`config.mk`:
```
export PLATFORM = sky130hd
export DESIGN_NAME = imem_loader
export DESIGN_NICKNAME = d
export VERILOG_FILES = /design/src/rtl/imem_loader.sv
export SDC_FILE = /design/constraint.sdc
export NUM_CORES = 1
export LEC_CHECK = 0
export ABC_CLOCK_PERIOD_IN_PS = 2200
export BUFFER_PORTS_ARGS = -buffer_cell sky130_fd_sc_hd__buf_2
export CAP_MARGIN = 5
export CORE_ASPECT_RATIO = 0.7
export CORE_MARGIN = 8
export CORE_UTILIZATION = 33
export CTS_BUF_LIST = sky130_fd_sc_hd__clkbuf_4 sky130_fd_sc_hd__clkbuf_8 sky130_fd_sc_hd__clkbuf_16
export DETAILED_ROUTE_END_ITERATION = 10
export HOLD_SLACK_MARGIN = 0.12
export PLACE_DENSITY_LB_ADDON = 0.05
export RECOVER_POWER = 25
export SETUP_SLACK_MARGIN = 0.15
export SLEW_MARGIN = 10
export SYNTH_ARGS = -nofsm -noshare
export SYNTH_HDL_FRONTEND = slang
export SYNTH_SLANG_ARGS = --single-unit
```
`constraint.sdc`:
```
create_clock -name clk -period 2.2 [get_ports clk]
set_input_delay 0.44 -clock clk [delete_from_list [all_inputs] [get_ports clk]]
set_output_delay 0.44 -clock clk [all_outputs]
set_load 0.01 [all_outputs]
```
`src/rtl/imem_loader.sv`:
```
// rtl/imem_loader.sv - byte-stream loader: header word count, LE data words to IMEM, XOR checksum
module imem_loader #(
  parameter int IMEM_SIZE = 256,
  parameter int IMEM_BITS = 22
) (
  input  logic                 clk,
  input  logic                 reset,
  input  logic                 start,
  input  logic                 in_valid,
  input  logic [7:0]           in_data,
  output logic                 in_ready,
  output logic                 wr_en,
  output logic [IMEM_BITS-1:0] wr_addr,
  output logic [31:0]          wr_data,
  output logic                 cpu_hold,
  output logic                 done,
  output logic [1:0]           err
);

  // Wide enough to hold IMEM_SIZE itself, so a full-size image is legal.
  localparam int CW = $clog2(IMEM_SIZE + 1);

  typedef enum logic [2:0] {
    S_IDLE,
    S_HDR,
    S_DATA,
    S_CSUM,
    S_DONE,
    S_ERR
  } state_t;

  state_t        state;
  logic [1:0]    byte_cnt;
  logic [CW-1:0] word_cnt;
  logic [CW-1:0] n_words;
  logic [7:0]    csum;
  logic [31:0]   shreg;
  logic [31:0]   next_word;
  logic          accept;

  assign in_ready  = (state == S_HDR) || (state == S_DATA) || (state == S_CSUM);
  assign cpu_hold  = in_ready || wr_en;
  assign accept    = in_valid && in_ready;
  // Shifting in from the top leaves the first byte of a group in bits 7:0.
  assign next_word = {in_data, shreg[31:8]};

  always_ff @(posedge clk) begin
    if (!reset) begin
      state    <= S_IDLE;
      byte_cnt <= 2'd0;
      word_cnt <= '0;
      n_words  <= '0;
      csum     <= 8'd0;
      shreg    <= 32'd0;
      wr_en    <= 1'b0;
      wr_addr  <= '0;
      wr_data  <= 32'd0;
      done     <= 1'b0;
      err      <= 2'b00;
    end else begin
      wr_en <= 1'b0;
      case (state)
        S_IDLE, S_DONE, S_ERR: begin
          if (start) begin
            state    <= S_HDR;
            done     <= 1'b0;
            err      <= 2'b00;
            byte_cnt <= 2'd0;
            word_cnt <= '0;
            csum     <= 8'd0;
          end
        end
        S_HDR: begin
          if (accept) begin
            byte_cnt <= byte_cnt + 2'd1;
            shreg    <= next_word;
            if (byte_cnt == 2'd3) begin
              if (next_word > 32'(IMEM_SIZE)) begin
                state <= S_ERR;
                err   <= 2'b01;
              end else if (next_word == 32'd0) begin
                state <= S_CSUM;
              end else begin
                state   <= S_DATA;
                n_words <= CW'(next_word);
              end
            end
          end
        end
        S_DATA: begin
          if (accept) begin
            byte_cnt <= byte_cnt + 2'd1;
            shreg    <= next_word;
            csum     <= csum ^ in_data;
            if (byte_cnt == 2'd3) begin
              wr_en    <= 1'b1;
              wr_addr  <= IMEM_BITS'(word_cnt);
              wr_data  <= next_word;
              word_cnt <= word_cnt + CW'(1);
              if (word_cnt == n_words - CW'(1)) state <= S_CSUM;
            end
          end
        end
        S_CSUM: begin
          if (accept) begin
            if (in_data == csum) begin
              state <= S_DONE;
              done  <= 1'b1;
            end else begin
              state <= S_ERR;
              err   <= 2'b10;
            end
          end
        end
        default: state <= S_IDLE;
      endcase
    end
  end

endmodule
```
==> impl_metrics.py <==
metrics = {
    "grt": {
        "grt_overflow_total": 0,
        "grt_max_degree": 51,
        "antenna_found_initial": 0,
        "grt_pass1_vias": 3850,
        "grt_usage": 0.155,
        "grt_pass1_wl_um": 21600,
    },
    "clock_tree": {
        "root_buffer": "clkbuf_16",
        "cts_tree": "yes",
        "cts_sinks": 100,
        "clk_path_buf_depth": 2,
        "postCtsHoldBufs": 0,
        "cts_buffers": 9,
        "clk_pin_slew_ns": 0.07,
        "clkLatencyLatePin_ns": 0.35,
        "htree_levels": 3,
    },
    "timing": {
        "finClkSkew_ns": 0.0113,
        "finalCriticalPeriod_ns": 2.03,
        "slew_violations": 0,
        "fmax_mhz": 494,
        "hold_violations": 0,
        "rsz0062_at_grt": "true",
        "finalSetupViolations": 0,
        "period_share": 0.921,
    },
    "power_and_ir_drop": {
        "p_seq_frac": 0.440,
        "finalPower_mw": 4.54,
        "clkPwrFrac": 0.363,
        "p_comb_frac": 0.198,
        "internal_power_mw": 3.16,
        "peakVddDrop_v": 0.000384,
        "p_per_area_nw_per_um2": 806,
        "p_sw_frac": 0.305,
        "p_leak_nw": 2.09,
        "p_sw_mw": 1.39,
    },
    "synthesis": {
        "syn_area_um2": 4500,
        "synthCells": 547,
        "synth_edf_count": 0,
        "synth.area.top_cells": "dfxtp_1, nand2_1, a21boi_0",
        "ys_ff_latch": 100,
        "synth-seq-area-share": 0.445,
        "avgSynthCellArea_um2": 8.23,
        "synth-async-reset-ratio": 0,
        "ys_warn_count": 0,
        "synth.distinct_cells": 51,
        "synthFlopType": "dfxtp_1",
        "synth_top_area_frac": 0.445,
        "synth_top_cell_by_area": "dfxtp_1",
    },
    "floorplan": {
        "die_area_um2": 17700,
        "start_util": 0.340,
        "die-height_um": 114,
        "ios": 72,
        "die_w_um": 156,
        "num_rows": 35,
        "fp.coreArea_um2": 13200,
    },
    "hold_path": {
        "hold_class": "input port to flop",
    },
    "worst_setup_path": {
        "crit_arrival_ns": 2.26,
        "critPathMaxFanout": 4,
        "setup.worst_path.end_class": "flop",
        "cpMaxStageDelayCell": "or3_4",
        "cp_common_cell": "or3_4",
        "cp-start-kind": "flop",
        "cpPeakStageDelay_ns": 0.39,
        "worst-setup-path-type": "flop to flop",
        "crit_path_cell_trace": "nor4_4 -> nand4_1 -> or3_4 -> or3_4 -> buf_6 -> mux2i_2 -> nor2_1",
        "cp.required_ns": 2.44,
    },
    "placed_design": {
        "io_buffer_count": 58,
        "routabilityCongestion": 0.774,
        "place_area_um2": 5170,
        "dp.cells": 800,
        "dp_hpwl_um": 9790,
    },
    "routing": {
        "drcViolationCount": 0,
        "drt_iter0_drc": 243,
        "wl_per_cell_um": 16.2,
        "num_vias": 3903,
        "dr.pass1.iters": 5,
        "wl_um": 13400,
        "viasPerCell": 4.74,
        "drtAntennaViolNets": 0,
    },
    "final_layout": {
        "layout_common_cells": "nand2_1, dfxtp_1, a21boi_0, buf_4, clkbuf_1",
        "final_cells": 824,
        "nNetsFinal": 649,
        "area_growth_pct": 25.1,
        "num_antenna_cells": 0,
        "final_common_cell": "nand2_1",
        "final_cell_area_um2": 5630,
        "drive_gt1_frac": 0.183,
        "nFillCells": 1404,
    },
    "run": {
        "max-cap-violations": 0,
    },
    "status": {
        "outcome": "complete, no violations",
    },
}
-- cells in the mapped netlist, drive strengths merged, types with 10 or more instances --
| library cell | number |
|---|---|
| buf | 17 |
| xor2 | 11 |
| nand3 | 10 |
| clkbuf | 27 |
| a21boi | 57 |
| nor4 | 12 |
| mux2i | 10 |
| o21ai | 18 |
| dfxtp | 100 |
| xnor2 | 17 |
| nor2 | 31 |
| nand2 | 145 |
| a21oi | 23 |
-- flip-flops by register name (all words and copies together), names as in the netlist --
| name | flops |
|---|---|
| err | 2 |
| word_cnt | 9 |
| shreg | 24 |
| csum | 8 |
| done | 1 |
| n_words | 9 |
| wr_en | 1 |
| byte_cnt | 2 |
| wr_addr | 9 |
| wr_data | 32 |
| state | 3 |
-- power groups by stage --
stage               registers [mW]  clock network, mW  logic [mW]
detailed placement            2.03                  0       0.848
global placement              2.03                  0       0.848
floorplan                     1.99                  0       0.558
CTS                           2.00               1.70       0.877
global route                  2.01               1.77       0.999
finish                        2.00               1.65       0.898
-- per-layer routing --
metal  routed length [µm]  GRT usage
met3                  872     0.0397
met2                 5110      0.206
met1                 7290      0.238
met5                    0          0
met4                  115     0.0367
-- cells by family (layout without fill, tap and decap cells) --
logic type,after synthesis,after routing,share of synthesized area
compound gates,115,115,0.173
fa+ha+maj,3,3,0.00834
other cells,1,13,0.000833
mux,10,10,0.0222
xor+xnor,28,28,0.0545
flops,100,100,0.445
buf+inv,51,131,0.0572
simple gates,239,239,0.239
-- final cells by class --
type                    count  area (µm²)  share of cell area
clock buffers               9         225              0.0400
clock inverters             7        78.8              0.0140
inverters                   7        26.3             0.00467
multi-input cells         408        2400               0.427
flip-flops and latches    100        2030               0.360
well taps                 185         231              0.0411
repair buffers            108         641               0.114
-- path summary, 6_finish.rpt --
path / to / cells past startpoint / start / slack [ns]
hold reg to reg: wr_data[25] / 2 / wr_data[25] / 0.45
hold / removal: shreg[30] / 3 / in_data[6] / 0.40
setup reg to reg: n_words[4] / 7 / state[1] / 0.17
setup / recovery: n_words[4] / 7 / state[1] / 0.17
-- metrics by stage --
step / utilization / TNS [ns] / hold WS, ns / worst slack [ns]
finish: 0.426 / 0 / 0.401 / 0.174
CTS: 0.421 / 0 / 0.387 / 0.164
global placement: 0.391 / -1.85 / 0.443 / -0.164
detailed placement: 0.391 / -2.69 / 0.446 / -0.253
global route: 0.426 / 0 / 0.413 / 0.0911
floorplan: - / 0 / 0.453 / 0.211
-- critical path: cells and delay by family (launching register included) --
kind | cells | cell delay [ns]
muxes | 1 | 0.16
and+or+nand+nor | 5 | 1.25
buffers and inverters | 1 | 0.14
DFF | 1 | 0.37
-- repair_timing --
action                                  in CTS  in global routing
pin swaps                                    4                 10
buffers inserted                             3                  4
cloned                                       1                  0
hold endpoints to repair                     0                  0
endpoints found under the setup margin      13                 23
gates resized for setup                     16                 23
Note: power is estimated with default switching activity, not from simulation.
